**src/rtl/param_updown_counter_pkg.sv**
```systemverilog
// Shared types and helpers for the parametrised up/down counter.
// Boundary-mode and direction encodings plus the load clamp used by the top level.
package param_updown_counter_pkg;

  localparam int unsigned CNT_MAX_W = 32;

  typedef logic [CNT_MAX_W-1:0] cnt_word_t;

  typedef enum logic {
    CNT_MODE_WRAP = 1'b0,
    CNT_MODE_SAT  = 1'b1
  } cnt_mode_e;

  typedef enum logic {
    CNT_DIR_DOWN = 1'b0,
    CNT_DIR_UP   = 1'b1
  } cnt_dir_e;

  // Limits a requested load value to the legal count range 0..max_value.
  function automatic cnt_word_t clamp_load(input cnt_word_t value, input cnt_word_t max_value);
    return (value > max_value) ? max_value : value;
  endfunction

endpackage

```
**src/rtl/param_updown_counter_if.sv**
```systemverilog
// Control and status bundle of the up/down counter.
// The master drives the controls and observes the count; the counter is the slave.
interface param_updown_counter_if #(
  parameter int unsigned WIDTH = 4
);

  logic             en;
  logic             up;
  logic             sat;
  logic             load;
  logic [WIDTH-1:0] load_value;
  logic             clr;
  logic [WIDTH-1:0] counter;
  logic             tc;
  logic             ovf;
  logic             unf;

  modport master (
    output en, up, sat, load, load_value, clr,
    input  counter, tc, ovf, unf
  );

  modport slave (
    input  en, up, sat, load, load_value, clr,
    output counter, tc, ovf, unf
  );

endinterface

```
**src/rtl/param_updown_counter_prescale_tick.sv**
```systemverilog
// Enable-gated prescaler: emits one tick every PRESCALE enabled cycles.
// restart discards any partial count; PRESCALE=1 degenerates to tick = en.
module prescale_tick #(
  parameter int unsigned PRESCALE = 1
) (
  input  logic clk,
  input  logic reset,
  input  logic en,
  input  logic restart,
  output logic tick
);

  if (PRESCALE == 1) begin : g_bypass
    logic unused_ok;
    assign unused_ok = ^{clk, reset, restart};
    assign tick      = en;
  end else begin : g_count
    localparam int unsigned     PW   = $clog2(PRESCALE);
    localparam logic [PW-1:0]   LAST = PW'(PRESCALE - 1);

    logic [PW-1:0] cnt_q;
    logic [PW-1:0] cnt_d;

    // NOTE: every combinational output gets a default first so no path leaves it unassigned (no latch).
    always_comb begin
      cnt_d = cnt_q;
      if (restart) begin
        cnt_d = '0;
      end else if (en) begin
        cnt_d = (cnt_q == LAST) ? '0 : cnt_q + PW'(1);
      end
    end

    // NOTE: state updates use non-blocking assignments so all flops sample pre-edge values.
    always_ff @(posedge clk or posedge reset) begin
      if (reset) begin
        cnt_q <= '0;
      end else begin
        cnt_q <= cnt_d;
      end
    end

    assign tick = en && (cnt_q == LAST);
  end

endmodule

```
**src/rtl/param_updown_counter.sv**
```systemverilog
// Parametrised up/down counter with wrap/saturate boundaries, load/clear,
// prescaled stepping, a registered terminal-count pulse and sticky ovf/unf flags.
module param_updown_counter
  import param_updown_counter_pkg::*;
#(
  parameter int unsigned WIDTH     = 4,
  parameter int unsigned MAX_VALUE = 15,
  parameter int unsigned PRESCALE  = 1
) (
  input  logic                     clk,
  input  logic                     reset,
  param_updown_counter_if.slave    bus
);

  if (WIDTH < 1 || WIDTH > CNT_MAX_W) begin : g_bad_width
    $error("param_updown_counter: WIDTH must be in 1..32");
  end
  if (64'(MAX_VALUE) > ((64'd1 << WIDTH) - 64'd1)) begin : g_bad_max
    $error("param_updown_counter: MAX_VALUE does not fit in WIDTH bits");
  end
  if (PRESCALE < 1) begin : g_bad_prescale
    $error("param_updown_counter: PRESCALE must be at least 1");
  end

  localparam logic [WIDTH-1:0] MAX_W = WIDTH'(MAX_VALUE);

  logic [WIDTH-1:0] counter_q, counter_d;
  logic             tc_q, tc_d;
  logic             ovf_q, ovf_d;
  logic             unf_q, unf_d;
  logic [WIDTH-1:0] load_clamped;
  logic             tick;

  prescale_tick #(
    .PRESCALE (PRESCALE)
  ) u_prescale (
    .clk     (clk),
    .reset   (reset),
    .en      (bus.en),
    .restart (bus.clr | bus.load),
    .tick    (tick)
  );

  assign load_clamped = WIDTH'(clamp_load(cnt_word_t'(bus.load_value), cnt_word_t'(MAX_VALUE)));

  // Priority is clr > load > step; tc defaults low so it only pulses after a boundary step.
  always_comb begin
    counter_d = counter_q;
    tc_d      = 1'b0;
    ovf_d     = ovf_q;
    unf_d     = unf_q;
    if (bus.clr) begin
      counter_d = '0;
      ovf_d     = 1'b0;
      unf_d     = 1'b0;
    end else if (bus.load) begin
      counter_d = load_clamped;
    end else if (tick) begin
      if (bus.up == CNT_DIR_UP) begin
        if (counter_q == MAX_W) begin
          counter_d = (bus.sat == CNT_MODE_SAT) ? MAX_W : '0;
          ovf_d     = 1'b1;
          tc_d      = 1'b1;
        end else begin
          counter_d = counter_q + WIDTH'(1);
        end
      end else begin
        if (counter_q == '0) begin
          counter_d = (bus.sat == CNT_MODE_SAT) ? '0 : MAX_W;
          unf_d     = 1'b1;
          tc_d      = 1'b1;
        end else begin
          counter_d = counter_q - WIDTH'(1);
        end
      end
    end
  end

  always_ff @(posedge clk or posedge reset) begin
    if (reset) begin
      counter_q <= '0;
      tc_q      <= 1'b0;
      ovf_q     <= 1'b0;
      unf_q     <= 1'b0;
    end else begin
      counter_q <= counter_d;
      tc_q      <= tc_d;
      ovf_q     <= ovf_d;
      unf_q     <= unf_d;
    end
  end

  assign bus.counter = counter_q;
  assign bus.tc      = tc_q;
  assign bus.ovf     = ovf_q;
  assign bus.unf     = unf_q;

endmodule

```
**src/flat_wrapper.sv**
```systemverilog
// flat-port wrapper written by rule: the top's interface ports become plain ports
module param_updown_counter_flat import param_updown_counter_pkg::*;
#(
  parameter int unsigned WIDTH     = 4,
  parameter int unsigned MAX_VALUE = 15,
  parameter int unsigned PRESCALE  = 1
)
  (clk, reset, bus_en, bus_up, bus_sat, bus_load, bus_load_value, bus_clr, bus_counter, bus_tc, bus_ovf, bus_unf);
  param_updown_counter_if #(.WIDTH(WIDTH)) bus_i ();
  input  logic clk;
  input  logic reset;
  input wire logic [$bits(bus_i.en)-1:0] bus_en;
  input wire logic [$bits(bus_i.up)-1:0] bus_up;
  input wire logic [$bits(bus_i.sat)-1:0] bus_sat;
  input wire logic [$bits(bus_i.load)-1:0] bus_load;
  input wire logic [$bits(bus_i.load_value)-1:0] bus_load_value;
  input wire logic [$bits(bus_i.clr)-1:0] bus_clr;
  output wire logic [$bits(bus_i.counter)-1:0] bus_counter;
  output wire logic [$bits(bus_i.tc)-1:0] bus_tc;
  output wire logic [$bits(bus_i.ovf)-1:0] bus_ovf;
  output wire logic [$bits(bus_i.unf)-1:0] bus_unf;
  assign bus_i.en = bus_en;
  assign bus_i.up = bus_up;
  assign bus_i.sat = bus_sat;
  assign bus_i.load = bus_load;
  assign bus_i.load_value = bus_load_value;
  assign bus_i.clr = bus_clr;
  assign bus_counter = bus_i.counter;
  assign bus_tc = bus_i.tc;
  assign bus_ovf = bus_i.ovf;
  assign bus_unf = bus_i.unf;
  param_updown_counter #(.WIDTH(WIDTH), .MAX_VALUE(MAX_VALUE), .PRESCALE(PRESCALE)) u_core (.clk(clk), .reset(reset), .bus(bus_i));
endmodule
```
**config.mk**
```make
export PLATFORM = sky130hd
export DESIGN_NAME = param_updown_counter_flat
export DESIGN_NICKNAME = d
export VERILOG_FILES = /design/src/rtl/param_updown_counter_pkg.sv /design/src/rtl/param_updown_counter_if.sv /design/src/rtl/param_updown_counter_prescale_tick.sv /design/src/rtl/param_updown_counter.sv /design/src/flat_wrapper.sv
export SDC_FILE = /design/constraint.sdc
export NUM_CORES = 1
export LEC_CHECK = 0
export CAP_MARGIN = 20
export CORE_AREA = 2 2 39 41
export DETAILED_ROUTE_END_ITERATION = 8
export DIE_AREA = 0 0 41 43
export GPL_TIMING_DRIVEN = 0
export PLACE_DENSITY = 0.78
export SYNTH_ARGS = -nofsm -noshare
export SYNTH_HDL_FRONTEND = slang
export SYNTH_SLANG_ARGS = --single-unit
```
**constraint.sdc**
```tcl
create_clock -name clk -period 5.2 [get_ports clk]
set_clock_uncertainty 0.2 [all_clocks]
set_input_delay 1.04 -clock clk [delete_from_list [all_inputs] [get_ports clk]]
set_output_delay 1.04 -clock clk [all_outputs]
set_load 0.005 [all_outputs]
```
==> reports/metrics.cfg, run 1 <==
[outcome]
outcome=complete, no violations

[worst_setup_path]
cp.required_ns=5.14
path_cells=clkdlybuf4s50_1 > clkbuf_1 > a21oi_1 > a221oi_1 > o31ai_1
startpoint_type=input pin
worstPathArrival_ns=2.53
worst_setup_path_end_kind=flop
cpPeakStageDelay_ns=0.57
worstSetupPathType=input pin to flop
slowest_stage=clkdlybuf4s50_1
cp_max_fo=10

[yosys]
netlist_area_um2=602
yosysSeqAreaShare_pct=29.1
syn_avg_cell_area_um2=8.60
synth_seq_cells=7
synth_cell_types=37
yosys_warnings=0
syn_inst=70
synth_nets=83

[detailed_routing]
drt-total-wl_um=1520
avgRoutedWirePerCell_um=14.2
ant_nets=0
via_per_inst=5.90
dr.pass1.iters=4
dr.first_iter.drc_count=16
drc=0
vias=631

[job]
max-cap-violations=0

[placement]
gp_congestion=0.863
place.detailed.hpwl_um=1090
io_buffers=17

[power_and_ir_drop]
p_sw_mw=0.0530
power_frac_clock_pct=30.0
internal-power_mw=0.118
finalPower_mw=0.171
pwr-share-comb_pct=34.3
p_leak_nw=0.361
powerDensity_nw_per_um2=209
netSwitchingFraction_pct=31.0
seq_power_share_pct=35.7
ir_drop_v=0.000124

[global_route]
grt_util_met1_pct=26.4
grt_use_total_pct=21.5
grt_pass1_wl_um=2440
antenna_found_initial=0
overflow=0
busiest_layer=met2
grt_pass1_vias=569
grtUsageMet3_pct=9.95
grt_max_degree=11
grt_use_met2_pct=29.1

[cts]
cts.sinks=7
clk_latency_ns=0.27
ctsHoldBuffers=0
cts_buffers=3
htree_levels=1
path_clk_slew_ns=0.05
root_buffer=clkbuf_4
cts_tree=done
postCtsSetupRepairBufs=0
ctsResizeCount=0
max-clock-path-buffers=2

[floorplan]
die-area_um2=1760
num_rows=14
initial_core_util_pct=43.5
num_io_pins=18
fp.dieW_um=41
chipHeight_um=43
core-area_um2=1380

[timing]
worst_pin_slew_ns=0.390
maxSlewHeadroom_pct=74.0
timing.fmax_ghz=0.387
finalMaxSlewViolations=0
period_needed_ns=2.59
tns_ns=0
hold_violations=0
rsz0062_at_grt=no
period_share_pct=49.7
setup_violations=0

[layout]
final_common_cell=clkdlybuf4s50_1
drive_gt1_share_pct=14.3
nets=105
syn_to_final_growth_pct=36.0
n_antenna_cell=0
utilization_pct=59.1
final_cell_mix=clkdlybuf4s50_1, a21oi_1, dfrtp_1, inv_1, nor2_1

[hold_path]
hold_path_class=flop to flop

-- power by group through the flow --
stage | combinational (mW) | sequential (mW) | clock, mW
finish | 0.0585 | 0.0609 | 0.0512
global route | 0.0646 | 0.0613 | 0.0567
CTS | 0.0582 | 0.0609 | 0.0524
floorplan | 0.0355 | 0.0613 | 0
global placement | 0.0567 | 0.0617 | 0
detailed placement | 0.0579 | 0.0618 | 0
-- logic make-up (layout without fill, tap and decap cells) --
| kind of cell | after synthesis | in the layout | share of synthesized area, % |
|---|---|---|---|
| buffers and inverters | 11 | 32 | 9.15 |
| multiplexers | 1 | 1 | 1.87 |
| AO/OA/AOI/OAI | 29 | 29 | 34.3 |
| flip-flops | 7 | 7 | 29.1 |
| AND/OR/NAND/NOR | 20 | 20 | 21.4 |
| adder cells (fa/ha/maj) | 2 | 2 | 4.16 |
-- worst paths after layout --
check,start,to,slack [ns],depth (start not counted)
max in group asynchronous,reset,u_core.bus.counter[0],3.79,2
min reg2reg,u_core.bus.unf,u_core.bus.unf,0.29,2
max reg2reg,u_core.bus.counter[0],u_core.bus.counter[2],3.13,7
min in group asynchronous,reset,u_core.bus.counter[2],0.80,2
min,u_core.bus.unf,u_core.bus.unf,0.29,2
max,bus_up,u_core.bus.counter[3],2.61,5
-- sequential cells by signal (all words and copies together), names as in the netlist --
register / cells
u_core.bus.counter: 4
u_core.bus.ovf: 1
u_core.bus.tc: 1
u_core.bus.unf: 1
-- worst max-delay path: cells and delay by family --
kind,cells,cell delay [ns]
AO/OA/AOI/OAI,3,0.57
buffers and inverters,2,0.92
-- per-stage QoR --
stage	cells	setup slack, ns	hold slack, ns	cell area (µm²)
2_1_floorplan	70	3.04	0.286	602
3_3_place_gp	103	2.40	0.283	792
3_5_place_dp	103	2.36	0.289	792
4_1_cts	107	2.64	0.300	818
5_1_grt	107	2.54	0.330	818
6_report	107	2.61	0.290	818
-- cell type report --
cell class | count | area (µm²)
multi-input cells | 52 | 372
plain buffers | 5 | 32.5
flip-flops and latches | 7 | 175
clock buffers | 4 | 26.3
inverters | 6 | 22.5
repair buffers | 17 | 170
fillers | 139 | 566
well taps | 16 | 20.0
-- routing by layer --
layer | routed length, µm | up-vias
li1 | - | 304
met1 | 650 | 306
met2 | 735 | 17
met3 | 92 | 4
met4 | 40 | 0
met5 | 0 | -
-- cell usage after synthesis --
cell / instances / area (µm²)
ha_1: 2 / 25.0
and3_1: 1 / 6.26
a221oi_2: 1 / 15.0
buf_4: 1 / 7.51
or2_2: 1 / 6.26
a41o_1: 1 / 10.0
mux2_1: 1 / 11.3
inv_1: 6 / 22.5
o22ai_1: 1 / 6.26
nand3_1: 1 / 5.00
and4b_1: 1 / 10.0
nor4bb_1: 1 / 10.0
o31ai_1: 3 / 22.5
or3b_1: 1 / 8.76
a21oi_2: 1 / 8.76
or3b_4: 1 / 11.3
buf_2: 2 / 10.0
o221ai_1: 1 / 8.76
a22oi_2: 1 / 12.5
o21ai_1: 2 / 10.0
nor3b_2: 1 / 12.5
nor3_1: 2 / 10.0
a21oi_1: 9 / 45.0
nor2_1: 6 / 22.5
o21ai_0: 1 / 5.00
o21ba_1: 1 / 10.0
a211oi_1: 1 / 7.51
buf_6: 1 / 11.3
dfrtp_1: 7 / 175
a221oi_1: 2 / 17.5
or4b_1: 1 / 10.0
clkbuf_1: 1 / 3.75
nand2b_1: 2 / 12.5
a31oi_1: 2 / 12.5
nand2_1: 1 / 3.75
a22oi_1: 1 / 7.51
o21a_1: 1 / 7.51
No activity file was read; power rests on OpenSTA's default activity.
==> inputs of run 2 (changes only) <==
- CORE_AREA: 2 2 39 41 -> unset
- CORE_MARGIN: unset -> 1
- CORE_UTILIZATION: unset -> 45
- DIE_AREA: 0 0 41 43 -> unset
- clock period: 5.2 -> 2.7 ns (I/O delays scaled with it)
==> reports/metrics.cfg, run 2 (synthesis gave the netlist of run 1 again) <==
[timing]
worst_pin_slew_ns=0.388
timing.hold.ws_ns=0.294
finalMaxSlewViolations=0
tns_ns=0
maxSlewHeadroom_pct=74.1
rsz0062_at_grt=no
period_needed_ns=2.17
period_share_pct=80.3
hold_violations=0
setup_violations=0
timing.fmax_ghz=0.461

[worst_setup_path]
slowest_stage=or3b_4
cpPeakStageDelay_ns=0.44
path_cells=buf_6 > inv_1 > ha_1 > or3b_4 > a21oi_2 > a221oi_1 > a211oi_1
worstPathArrival_ns=2.10
startpoint_type=flop
worstSetupPathType=flop to flop
cp_top_family=compound AO/OA/AOI/OAI gates
cp_max_fo=9
cp.required_ns=2.63
critPathBufInv=2
worst_setup_path_end_kind=flop

[detailed_routing]
drt-total-wl_um=1420
drc=0
via_per_inst=6.05
vias=635
ant_nets=0
dr.first_iter.drc_count=10
dr.pass1.iters=4
avgRoutedWirePerCell_um=13.5

[cts]
max-clock-path-buffers=2
ctsHoldBuffers=0
cts_buffers=3
cts_tree=done
cts.sinks=7
clk_latency_ns=0.24
htree_levels=1
root_buffer=clkbuf_4
postCtsSetupRepairBufs=0
ctsResizeCount=0
path_clk_slew_ns=0.05

[floorplan]
num_rows=12
core-area_um2=1170
fp.dieW_um=38.6
die-area_um2=1490
chipHeight_um=38.6
initial_core_util_pct=51.4
num_io_pins=18

[layout]
nets=105
n_antenna_cell=0
syn_to_final_growth_pct=35.6
final_common_cell=clkdlybuf4s50_1
drive_gt1_share_pct=14.3
largest_reg_flops=4
final_cell_mix=clkdlybuf4s50_1, a21oi_1, dfrtp_1, inv_1, nor2_1

[global_route]
antenna_found_initial=0
grt_pass1_vias=535
grt_max_degree=11
overflow=0
grt_use_total_pct=21.5
grt_pass1_wl_um=2260

[power_and_ir_drop]
powerDensity_nw_per_um2=396
ir_drop_v=0.000265
p_leak_nw=0.361

[hold_path]
hold_path_class=flop to flop

[placement]
gp_congestion=0.800
place.detailed.hpwl_um=1100
io_buffers=17

[job]
max-cap-violations=0

[outcome]
outcome=complete, no violations

run 2: cell counts in the layout (fill, tap and decap cells not counted):
No cell type changed its count.
run 2: stage by stage:
step	total power [mW]	worst slack, ns	cells	area (µm²)	util [%]
CTS	0.325	0.559	105	816	69.7
detailed placement	0.231	0.324	101	790	67.4
global placement	0.229	0.356	101	790	67.4
finish	0.323	0.531	105	816	69.7
floorplan	0.186	0.794	70	602	-
global route	0.345	0.443	105	816	69.7
run 2: routing by layer:
layer	GRT usage (%)	vias up	part of all wire (%)
met4	0	0	0.28
met3	5.20	2	5.9
met1	27.8	293	45
met2	38.3	32	49
li1	-	308	-
met5	0	-	0
run 2: area by class of cell:
type | count | area (µm²)
Multi-Input combinational cell | 52 | 372
Fill cell | 103 | 355
Sequential cell | 7 | 175
Timing Repair Buffer | 17 | 170
Buffer | 5 | 32.5
Clock buffer | 4 | 26.3
Inverter | 6 | 22.5
Tap cell | 14 | 17.5
run 2: power breakdown:
part / leakage, nW / total [mW] / internal [mW] / switching, mW
clock: 0.0150 / 0.0930 / 0.0563 / 0.0367
combinational: 0.251 / 0.113 / 0.0592 / 0.0537
sequential: 0.0942 / 0.117 / 0.111 / 0.00644
total: 0.361 / 0.323 / 0.226 / 0.0969
run 2: worst register-to-register path, delay by kind of cell (launching register included):
kind                     cells  cell delay [ns]
flip-flops                   1             0.40
adder cells (fa/ha/maj)      1             0.25
AO/OA/AOI/OAI                3             0.52
buffers and inverters        2             0.25
AND/OR/NAND/NOR              1             0.44
run 2: worst paths after layout:
path                                       startpoint               endpoint  slack (ns)  cells past startpoint
worst min register to register         u_core.bus.unf         u_core.bus.unf        0.29                      2
min in group asynchronous                       reset          u_core.bus.tc        0.33                      2
worst max register to register  u_core.bus.counter[0]  u_core.bus.counter[0]        0.53                      7
max in group asynchronous                       reset  u_core.bus.counter[3]        1.76                      2
worst max-delay path            u_core.bus.counter[0]  u_core.bus.counter[0]        0.53                      7
worst min-delay path                   u_core.bus.unf         u_core.bus.unf        0.29                      2
==> inputs of run 3 (changes only) <==
- clock period: 2.7 -> 2.2 ns (I/O delays scaled with it)
==> reports/metrics.cfg, run 3 (synthesis gave the netlist of run 1 again) <==
[timing]
layout_setup_ws_ns=0.0800
setup_violations=0
rsz0062_at_grt=no
timing.hold.ws_ns=0.227
timing.fmax_ghz=0.472
period_share_pct=96.4
worst_pin_slew_ns=0.390
finalMaxSlewViolations=0
period_needed_ns=2.12
hold_violations=0
maxSlewHeadroom_pct=74.0
tns_ns=0

[global_route]
grt_use_total_pct=21.5
grt_pass1_wl_um=2260
antenna_found_initial=0
grt_pass1_vias=535
overflow=0
grt_max_degree=11

[floorplan]
core-area_um2=1170
num_rows=12
chipHeight_um=38.6
initial_core_util_pct=51.4
die-area_um2=1490
fp.dieW_um=38.6
num_io_pins=18

[detailed_routing]
ant_nets=0
avgRoutedWirePerCell_um=13.7
drt-total-wl_um=1430
vias=632
dr.first_iter.drc_count=21
drc=0
via_per_inst=6.02
dr.pass1.iters=4

[worst_setup_path]
cp_top_family=compound AO/OA/AOI/OAI gates
worstSetupPathType=flop to flop
cp.required_ns=2.13
slowest_stage=or3b_4
critPathBufInv=2
path_cells=buf_6 > inv_1 > ha_2 > or3b_4 > a21oi_2 > a221oi_1 > a211oi_1
startpoint_type=flop
worstPathArrival_ns=2.05
cpPeakStageDelay_ns=0.43
cp_max_fo=9
worst_setup_path_end_kind=flop

[cts]
cts.sinks=7
clk_latency_ns=0.24
cts_buffers=3
ctsHoldBuffers=0
ctsResizeCount=0
path_clk_slew_ns=0.05
postCtsSetupRepairBufs=0
cts_tree=done
root_buffer=clkbuf_4
max-clock-path-buffers=2
htree_levels=1

[placement]
placed_cells=101
io_buffers=17
place.detailed.hpwl_um=1100
place_worst_setup_slack_ns=-0.0756
gp_congestion=0.800

[power_and_ir_drop]
powerDensity_nw_per_um2=486
seq_power_share_pct=36.1
pwr-share-comb_pct=35.1
internal-power_mw=0.278
power_frac_clock_pct=28.9
ir_drop_v=0.000326
netSwitchingFraction_pct=30.0
p_leak_nw=0.359
p_sw_mw=0.119

[layout]
final_cells=105
nets=105
largest_reg_flops=4
final_common_cell=clkdlybuf4s50_1
utilization_pct=69.9
syn_to_final_growth_pct=36.0
drive_gt1_share_pct=15.4
n_antenna_cell=0
final_cell_mix=clkdlybuf4s50_1, a21oi_1, dfrtp_1, inv_1, nor2_1

[job]
max-cap-violations=0

[hold_path]
hold_path_class=input pin to async pin

[outcome]
outcome=complete, no violations

## run 3: cell counts in the layout (fill, tap and decap cells not counted)
Identical to the previous run, type by type.
## run 3: worst paths after layout
path	endpoint	from	depth (start not counted)	slack, ns
worst max-delay path	u_core.bus.counter[0]	u_core.bus.counter[0]	7	0.08
worst min-delay path	u_core.bus.counter[0]	reset	2	0.23
max in group asynchronous	u_core.bus.counter[1]	reset	2	1.36
min in group clk	u_core.bus.unf	u_core.bus.unf	2	0.29
worst max register to register	u_core.bus.counter[0]	u_core.bus.counter[0]	7	0.08
worst min register to register	u_core.bus.unf	u_core.bus.unf	2	0.29
## run 3: power by group through the flow
stage | Clock [mW] | Sequential, mW | Combinational (mW)
2_1_floorplan | 0 | 0.145 | 0.0838
3_3_place_gp | 0 | 0.146 | 0.135
3_5_place_dp | 0 | 0.146 | 0.138
4_1_cts | 0.117 | 0.144 | 0.138
5_1_grt | 0.126 | 0.144 | 0.154
6_report | 0.115 | 0.143 | 0.139
## run 3: per-layer routing
| layer | share of wire (%) | track usage, % | routed length (µm) |
|---|---|---|---|
| met1 | 45 | 27.8 | 644 |
| met2 | 50 | 38.3 | 716 |
| met3 | 5.1 | 5.20 | 73 |
| met4 | 0 | 0 | 0 |
| met5 | 0 | 0 | 0 |
## run 3: cell type report
cell class	instances	area [µm²]
Buffer	5	32.5
Clock buffer	4	26.3
Fill cell	106	353
Inverter	6	22.5
Multi-Input combinational cell	52	374
Sequential cell	7	175
Tap cell	14	17.5
Timing Repair Buffer	17	170
## run 3: per-stage QoR
stage | total power, mW | instance area, µm²
floorplan | 0.229 | 602
global placement | 0.281 | 790
detailed placement | 0.283 | 790
CTS | 0.398 | 816
global route | 0.424 | 818
finish | 0.398 | 818
